[src/rtl/apb_pkg.sv]
// Shared APB definitions: bus widths, completer FSM states and address-decode results.
package apb_pkg;
    localparam int APB_ADDR_W = 12;
    localparam int APB_DATA_W = 32;
    localparam int APB_STRB_W = 4;

    typedef enum logic {
        IDLE   = 1'b0,
        ACCESS = 1'b1
    } apb_state_e;

    typedef enum logic [1:0] {
        DEC_RW  = 2'd0,
        DEC_RO  = 2'd1,
        DEC_ERR = 2'd2
    } apb_dec_e;

    // Merge write data into an existing word, one byte lane per strobe bit.
    function automatic logic [APB_DATA_W-1:0] apply_strb(
        input logic [APB_DATA_W-1:0] old_val,
        input logic [APB_DATA_W-1:0] wdata,
        input logic [APB_STRB_W-1:0] strb
    );
        logic [APB_DATA_W-1:0] v;
        v = old_val;
        for (int k = 0; k < APB_STRB_W; k++) begin
            if (strb[k]) begin
                v[8*k +: 8] = wdata[8*k +: 8];
            end
        end
        return v;
    endfunction
endpackage

[src/rtl/apb_addr_decode.sv]
// Combinational address decode: classifies a byte address as RW register, RO status or error.
module apb_addr_decode
    import apb_pkg::*;
#(
    parameter int                    NUM_REGS    = 8,
    parameter logic [APB_ADDR_W-1:0] STATUS_ADDR = 12'h100,
    parameter int                    IDX_W       = 3
) (
    input  logic [APB_ADDR_W-1:0] i_paddr,
    input  logic                  i_pwrite,
    output logic [1:0]            o_dec,
    output logic [IDX_W-1:0]      o_idx
);
    localparam logic [APB_ADDR_W-3:0] LP_NUM_WORDS = (APB_ADDR_W-2)'(NUM_REGS);

    logic [APB_ADDR_W-3:0] w_word;
    logic                  w_aligned;

    assign w_word    = i_paddr[APB_ADDR_W-1:2];
    assign w_aligned = (i_paddr[1:0] == 2'b00);
    assign o_idx     = w_word[IDX_W-1:0];

    // The status word is read-only; a write to it is an error, not a silent drop.
    always_comb begin
        o_dec = DEC_ERR;
        if (i_paddr == STATUS_ADDR) begin
            o_dec = i_pwrite ? DEC_ERR : DEC_RO;
        end else if (w_aligned && (w_word < LP_NUM_WORDS)) begin
            o_dec = DEC_RW;
        end
    end
endmodule

[src/rtl/apb_reg_responder.sv]
// APB completer with NUM_REGS byte-strobed RW registers, one RO status word,
// fixed wait-state insertion and error response on illegal accesses.
module apb_reg_responder
    import apb_pkg::*;
#(
    parameter int                    NUM_REGS    = 8,
    parameter int                    WAIT_STATES = 0,
    parameter logic [APB_ADDR_W-1:0] STATUS_ADDR = 12'h100
) (
    input  logic                     clk,
    input  logic                     reset_n,
    input  logic                     psel,
    input  logic                     penable,
    input  logic                     pwrite,
    input  logic [APB_ADDR_W-1:0]    paddr,
    input  logic [APB_STRB_W-1:0]    pstrb,
    input  logic [APB_DATA_W-1:0]    pwdata,
    output logic                     pready,
    output logic                     pslverr,
    output logic [APB_DATA_W-1:0]    prdata,
    output logic [32*NUM_REGS-1:0]   reg_q,
    output logic [NUM_REGS-1:0]      wr_pulse,
    input  logic [APB_DATA_W-1:0]    status_i,
    output logic                     o_dbg_state
);
    localparam int         IDX_W   = (NUM_REGS > 1) ? $clog2(NUM_REGS) : 1;
    localparam logic [3:0] LP_WAIT = 4'(WAIT_STATES);

    apb_state_e            r_state;
    logic [3:0]            r_cnt;
    logic                  r_write;
    logic [APB_STRB_W-1:0] r_strb;
    logic [APB_DATA_W-1:0] r_wdata;
    apb_dec_e              r_dec;
    logic [IDX_W-1:0]      r_idx;
    logic [APB_DATA_W-1:0] r_rdata;
    logic                  r_pready;
    logic                  r_pslverr;
    logic [APB_DATA_W-1:0] r_prdata;
    logic [APB_DATA_W-1:0] r_regs [NUM_REGS];
    logic [NUM_REGS-1:0]   r_wr_pulse;

    logic [1:0]            w_dec_raw;
    apb_dec_e              w_dec;
    logic [IDX_W-1:0]      w_idx;
    logic [APB_DATA_W-1:0] w_rdata;
    logic                  w_setup;

    apb_addr_decode #(
        .NUM_REGS    (NUM_REGS),
        .STATUS_ADDR (STATUS_ADDR),
        .IDX_W       (IDX_W)
    ) u_decode (
        .i_paddr  (paddr),
        .i_pwrite (pwrite),
        .o_dec    (w_dec_raw),
        .o_idx    (w_idx)
    );

    assign w_dec   = apb_dec_e'(w_dec_raw);
    assign w_setup = psel & ~penable;

    // Read data is sampled at the setup edge; writes and errors carry zero.
    always_comb begin
        w_rdata = '0;
        if (!pwrite) begin
            if (w_dec == DEC_RO) begin
                w_rdata = status_i;
            end else if (w_dec == DEC_RW) begin
                for (int i = 0; i < NUM_REGS; i++) begin
                    if (w_idx == IDX_W'(i)) begin
                        w_rdata = r_regs[i];
                    end
                end
            end
        end
    end

    always_ff @(posedge clk or negedge reset_n) begin
        if (!reset_n) begin
            r_state    <= IDLE;
            r_cnt      <= '0;
            r_write    <= 1'b0;
            r_strb     <= '0;
            r_wdata    <= '0;
            r_dec      <= DEC_ERR;
            r_idx      <= '0;
            r_rdata    <= '0;
            r_pready   <= 1'b0;
            r_pslverr  <= 1'b0;
            r_prdata   <= '0;
            r_wr_pulse <= '0;
            for (int i = 0; i < NUM_REGS; i++) begin
                r_regs[i] <= '0;
            end
        end else begin
            r_wr_pulse <= '0;
            case (r_state)
                IDLE: begin
                    if (w_setup) begin
                        r_state <= ACCESS;
                        r_cnt   <= LP_WAIT;
                        r_write <= pwrite;
                        r_strb  <= pstrb;
                        r_wdata <= pwdata;
                        r_dec   <= w_dec;
                        r_idx   <= w_idx;
                        r_rdata <= w_rdata;
                        // With no wait states the first access cycle already completes.
                        if (LP_WAIT == 4'd0) begin
                            r_pready  <= 1'b1;
                            r_pslverr <= (w_dec == DEC_ERR);
                            r_prdata  <= w_rdata;
                        end
                    end
                end
                ACCESS: begin
                    if (!psel) begin
                        r_state   <= IDLE;
                        r_cnt     <= '0;
                        r_pready  <= 1'b0;
                        r_pslverr <= 1'b0;
                        r_prdata  <= '0;
                    end else if (r_cnt == 4'd0) begin
                        if (penable) begin
                            r_state   <= IDLE;
                            r_pready  <= 1'b0;
                            r_pslverr <= 1'b0;
                            r_prdata  <= '0;
                            if (r_write && (r_dec == DEC_RW)) begin
                                for (int i = 0; i < NUM_REGS; i++) begin
                                    if (r_idx == IDX_W'(i)) begin
                                        r_regs[i]     <= apply_strb(r_regs[i], r_wdata, r_strb);
                                        r_wr_pulse[i] <= 1'b1;
                                    end
                                end
                            end
                        end
                    end else begin
                        r_cnt <= r_cnt - 4'd1;
                        if (r_cnt == 4'd1) begin
                            r_pready  <= 1'b1;
                            r_pslverr <= (r_dec == DEC_ERR);
                            r_prdata  <= r_rdata;
                        end
                    end
                end
                default: r_state <= IDLE;
            endcase
        end
    end

    for (genvar g = 0; g < NUM_REGS; g++) begin : g_reg_q
        assign reg_q[32*g +: 32] = r_regs[g];
    end

    assign pready      = r_pready;
    assign pslverr     = r_pslverr;
    assign prdata      = r_prdata;
    assign wr_pulse    = r_wr_pulse;
    assign o_dbg_state = r_state;
endmodule

[config.mk]
export PLATFORM = sky130hd
export DESIGN_NAME = apb_reg_responder
export DESIGN_NICKNAME = d
export VERILOG_FILES = /design/src/rtl/apb_pkg.sv /design/src/rtl/apb_addr_decode.sv /design/src/rtl/apb_reg_responder.sv
export SDC_FILE = /design/constraint.sdc
export NUM_CORES = 1
export LEC_CHECK = 0
export ABC_AREA = 1
export CAP_MARGIN = 0
export CELL_PAD_IN_SITES_DETAIL_PLACEMENT = 1
export CELL_PAD_IN_SITES_GLOBAL_PLACEMENT = 2
export CORE_ASPECT_RATIO = 2
export CORE_UTILIZATION = 29
export CTS_CLUSTER_DIAMETER = 80
export DETAILED_ROUTE_END_ITERATION = 8
export HOLD_SLACK_MARGIN = 0.03
export MAX_ROUTING_LAYER = met4
export PLACE_DENSITY_LB_ADDON = 0.2
export SYNTH_ARGS = -nofsm -noshare
export SYNTH_HDL_FRONTEND = slang
export SYNTH_SLANG_ARGS = --single-unit
[constraint.sdc]
create_clock -name clk -period 2.7 [get_ports clk]
set_input_delay 0.54 -clock clk [delete_from_list [all_inputs] [get_ports clk]]
set_output_delay 0.54 -clock clk [all_outputs]
set_load 0.005 [all_outputs]
# After elaboration in Yosys (flattened, before gate mapping)
# Index checks and enable logic that the tools add are counted.
[totals] regBits=377 inputBits=85 output_inout_bits=299 word_cells=168
[op_classes] addsub=1 order_cmp=1 n_eq_ne=23 n_mux=53 n_bitwise=3 reduce_logical=43
[ops] op="32-bit 2-to-1 mux" count=16
[ops] op="7-bit AND reduction" count=32
[ops] op="32-bit one-hot mux with 2 select lines" count=1
[ops] op="8-bit 2-to-1 mux" count=5
[ops] op="3-bit equality test, second input constant" count=8
[ops] op="1-bit 2-to-1 mux" count=21
[ops] op="12-bit by 9-bit equality test with 1-bit output, second input constant" count=1
[ops] op="3-bit by 2-bit equality test with 1-bit output, second input constant" count=4
[ops] op="4-bit 2-to-1 mux" count=3
[ops] op="10-bit by 4-bit less-than comparator with 1-bit output, second input constant" count=1
[ops] op="4-bit one-hot mux with 2 select lines" count=1
[ops] op="3-bit by 1-bit equality test with 1-bit output, second input constant" count=2
[ops] op="2-bit zero test" count=3
[ops] op="3-bit zero test" count=2
[ops] op="2-bit 2-to-1 mux" count=3
[ops] op="1-bit one-hot mux with 2 select lines" count=3
[ops] op="2-bit equality test, second input constant" count=2
[ops] op="4-bit by 1-bit equality test with 1-bit output, second input constant" count=1
[ops] op="4-bit zero test" count=1
[ops] op="4-bit by 2-bit != test with 1-bit output, second input constant" count=1
[ops] op="4-bit != test, second input constant" count=1
[ops] op="2-bit AND reduction" count=2
[ops] op="4-bit by 1-bit subtractor with 4-bit output, second input constant" count=1
[ops] op="3-bit != test, second input constant" count=1
[ops] op="6 further kinds" count=8

# Logic depth before layout (Yosys ltp)
[depth] word_depth=14 mapped_depth=14 depth_no_buf=11

# By module
# A second synthesis with hierarchy kept.
[hier_totals] cells_unflattened=2026 hier_area_um2=16967.5
[modules_own_cells] module="apb_reg_responder" n_inst=1 cells_per_inst=2001 area_per_inst_um2=16844.9 seq_area_each_um2=9435.3
[modules_own_cells] module="apb_addr_decode" n_inst=1 cells_per_inst=25 area_per_inst_um2=122.6 seq_area_each_um2=0.0

# Worst setup path before layout
# No wires, ideal clock.
[synth_path] path_type="register to register" from="register r_cnt[0]" to="register r_regs, in the netlist reg_q[182]" setup_ns=0.125 arrival_time_ns=1.868 required_time_ns=2.575 slack_ns=0.706 path_stages_with_launch=11 n_path_buf=1 period_less_slack_ns=1.994 cell_sequence="dfrtp_1 -> inv_1 -> ha_1 -> nand3_4 -> nor4_4 -> nand2_4 -> nor2_4 -> nand2_2 -> buf_2 -> nand2_1 -> o21ai_1"
[synth_via] elab_chain_len=2
[synth_lines] element="start: declaration" line_no="apb_reg_responder.sv:30" text="logic [3:0] r_cnt;"
[synth_lines] element="start signal: assignment" line_no="apb_reg_responder.sv:140" text="r_cnt <= r_cnt - 4'd1;"
[synth_lines] element="4-bit zero test" line_no="apb_reg_responder.sv:124" text="end else if (r_cnt == 4'd0) begin"
[synth_lines] element="7-bit AND reduction (no line)"
[synth_lines] element="end signal: indexed assignment" line_no="apb_reg_responder.sv:133" text="r_regs[i] <= apply_strb(r_regs[i], r_wdata, r_strb);"
[synth_lines] element="end: declaration" line_no="apb_reg_responder.sv:40" text="logic [APB_DATA_W-1:0] r_regs [NUM_REGS];"
# No other way between the ends.
# A chain may end at the register's enable or synchronous reset.

# Worst setup path in the final report
[layout_path] from="register r_cnt[0]" to="register r_regs, in the netlist reg_q[220]"
# The elaborated chain is that of the path after synthesis.

==> flow_summary.toml <==
[run_status]
outcome = "complete, no violations"

[global_route]
grt_overflow = 0
grt_pass1_vias = 17144
gr-usage-all-layers = 0.264
grt_pass1_wl_um = 114000
antenna_found_initial = 2
grt_max_degree = 68

[power]
ir_worst_vdd_v = 0.000339
leakagePower_nw = 10.5
pwr-share-comb = 0.226
p_int_mw = 11.1
switching_share = 0.312
p_seq_frac = 0.418
power_switching_mw = 5.02
p_clk_frac = 0.356
cellPowerDensity_mw_per_mm2 = 681
design_power_total_mw = 16.1

[placement]
postPlaceCellArea_mm2 = 0.0223
gp_congestion = 0.853
portBuffers = 383
dp_hpwl_um = 56100

[setup_path]
crit_family = "simple AND/OR/NAND/NOR gates"
crit_buf_inv = 1
path_max_fanout = 16
slowest_delay_ps = 420
cp_cell_sequence = "inv_1 > ha_1 > nand3_4 > nor4_4 > nand2_4 > nor2_4 > nand2_1 > nand2_1 > o21ai_0"
crit_path_frequent_cell = "nand2_1"
cp_num_cells = 9
cp.arrival_ps = 2890
required_ps = 3110
startpoint_type = "flip-flop"
cp-startpoint = "r_cnt[0]$_DFFE_PN0P_"
slowest_stage = "nand2_1"
end_kind = "flip-flop"
reg2reg_depth = 9
r2r-start = "r_cnt[0]$_DFFE_PN0P_"
critical_path_class = "reg2reg"

[sta]
tightest_slew_ps = 1030
rsz0062_at_grt = "no"
finalSetupViolCount = 0
fin_crit_sh = 0.917
slew_headroom = 0.311
finalHoldViolCount = 0
fmax_mhz = 404
finalClockSkew_ps = 31.5
fin_crit_ps = 2480
finalMaxSlewViolations = 0

[min_path]
hold_depth = 2
hp-class = "reg2reg"
hold_start = "r_rdata[14]$_DFFE_PN0P_"

[clocking]
clk_latency_ps = 580
clock_path_buffers = 3
cts_buffers = 39
ctsResizeCount = 0
clk_pin_slew_ps = 70
cts_tree = "built"
cts_root_buf = "clkbuf_16"
h-tree-depth = 2
cts.sinks = 377

[yosys]
synth_nets = 2172
synth_area_per_cell_um2 = 8.19
synth-seq-cells = 377
netlist_area_mm2 = 0.0171
yosysSeqAreaShare = 0.553
yosysWarnings = 0
synthCells = 2084
synth.distinct_cells = 35

[routing]
wl_um = 76300
wl_per_cell_um = 23.3
vias = 16304
drt_first_iter_violations = 918
via_per_inst = 4.98
drc_errors = 0
antenna_left = 0
dr.pass1.iters = 5

[finish]
nNetsFinal = 2572
final_util = 0.406
final_area_mm2 = 0.0236
syn_to_final_growth_pct = 38.3
fillers = 6822
drive_gt1_frac = 0.0935

[floorplanning]
start_util = 0.293
fp.dieH_um = 345
rows = 125
dieArea_mm2 = 0.0599
die_x_um = 174
coreArea_mm2 = 0.0582
io_pins = 384

[run]
maxCapViolations = 0
[placed cells by master, fill, tap and decap left out, types with 2 or more instances in the layout]
cell type and count:
nand2_1 716, buf_4 64, clkbuf_1 7, diode_2 2
a21boi_1 2, inv_1 112, clkinv_1 4, ha_1 3
dfrtp_1 376, o21ai_0 294, buf_12 21, inv_2 7
nand3_1 107, clkinv_2 8, or2_0 3, nor3_1 2
or2_2 53, a21oi_1 125, o22ai_1 4, o21ai_1 32
clkdlybuf4s50_1 381, nor2_2 2, nor2_4 6, nor2_1 72
nand3_2 2, bufinv_16 3, clkbuf_8 9, clkbuf_16 40
nor3_4 4, nand2_2 7, nand4_1 33
[power by group through the flow]
stage	clock network (mW)	logic (mW)	registers, mW
final	5.73	3.63	6.72
after floorplan	0	1.51	6.68
after global routing	6.06	3.97	6.79
after CTS	5.88	3.69	6.73
after global placement	0	3.59	6.81
after detailed placement	0	3.67	6.83
[per-layer routing]
| metal | GRT usage | share of wire | vias to the layer above |
|---|---|---|---|
| met3 | 0.0434 | 0.052 | 116 |
| met1 | 0.313 | 0.41 | 8135 |
| met5 | - | 0 | - |
| met2 | 0.444 | 0.50 | 494 |
| met4 | 0.103 | 0.038 | 0 |
| li1 | - | - | 7559 |
[path summary, 6_finish.rpt]
kind                                           end  slack, ps
setup reg to reg            reg_q[220]$_DFFE_PN0P_        220
setup / recovery            reg_q[220]$_DFFE_PN0P_        220
max in group asynchronous   r_wdata[8]$_DFFE_PN0P_       1430
min in group asynchronous    o_dbg_state$_DFF_PN0_        510
hold reg to reg            r_rdata[14]$_DFFE_PN0P_        480
hold / removal             r_rdata[14]$_DFFE_PN0P_        480
[repair_timing]
action                    CTS  global route
hold buffers                1             0
hold endpoints to repair   47             0
setup buffers               0             0
[worst register-to-register path, cell delays in order, from the launching register on]
cell and delay, ps:
dfrtp_1 380, inv_1 140, ha_1 230, nand3_4 130
nor4_4 280, nand2_4 210, nor2_4 270, nand2_1 420
nand2_1 180, o21ai_0 100
[layout make-up]
type                    count  area (um2)  area share
clock inverters            14         164     0.00695
multi-input cells        1474        6680       0.283
repair buffers            469        4740       0.201
clock buffers              56        1150      0.0488
diodes                      2        5.00    0.000212
flip-flops and latches    377        9440       0.400
well taps                 762         953      0.0404
inverters                 123         462      0.0196
[logic make-up (layout without fill, tap and decap cells)]
| family | Yosys count | count (layout) | share of synthesized area |
|---|---|---|---|
| compound gates | 459 | 459 | 0.135 |
| fa+ha+maj | 3 | 3 | 0.00220 |
| buf+inv | 233 | 662 | 0.0575 |
| flops | 377 | 377 | 0.553 |
| other cells | 0 | 2 | 0 |
| simple gates | 1012 | 1012 | 0.252 |
[sequential cells by signal, summed over array words and instances, names as in the netlist]
| name | count |
|---|---|
| r_strb | 4 |
| r_cnt | 4 |
| r_dec | 2 |
| r_write | 1 |
| reg_q | 256 |
| o_dbg_state | 1 |
| pready | 1 |
| r_wdata | 32 |
| r_rdata | 32 |
| prdata | 32 |
| wr_pulse | 8 |
| r_idx | 3 |
| pslverr | 1 |
[cells in the mapped netlist (all sizes together)]
library cell,n,area [um2]
clkbuf,63,236
or2,56,350
dfstp,1,26.3
o22ai,4,25.0
nand3b,1,7.51
nand4,33,206
nor3,6,62.6
a2bb2oi,1,8.76
nor4,1,21.3
o21ai,326,1630
clkinv,4,15.0
dfrtp,376,9410
nand2,724,2740
nor2,80,340
nand3,110,563
and3,1,6.26
a21boi,2,15.0
inv,119,447
buf,47,283
ha,3,37.5
a31oi,1,6.26
a21oi,125,626
[stage by stage]
stage                     std cells  hold slack (ps)  setup slack (ps)  setup TNS, ps
after global placement         3204              461              -131           -721
after CTS                      3275              483               207              0
after global routing           3277              498              3.83              0
after detailed placement       3204              465              -165          -1740
after floorplan                2084              244               706              0
final                          3277              481               223              0
Note: power is estimated with default switching activity, not from simulation.
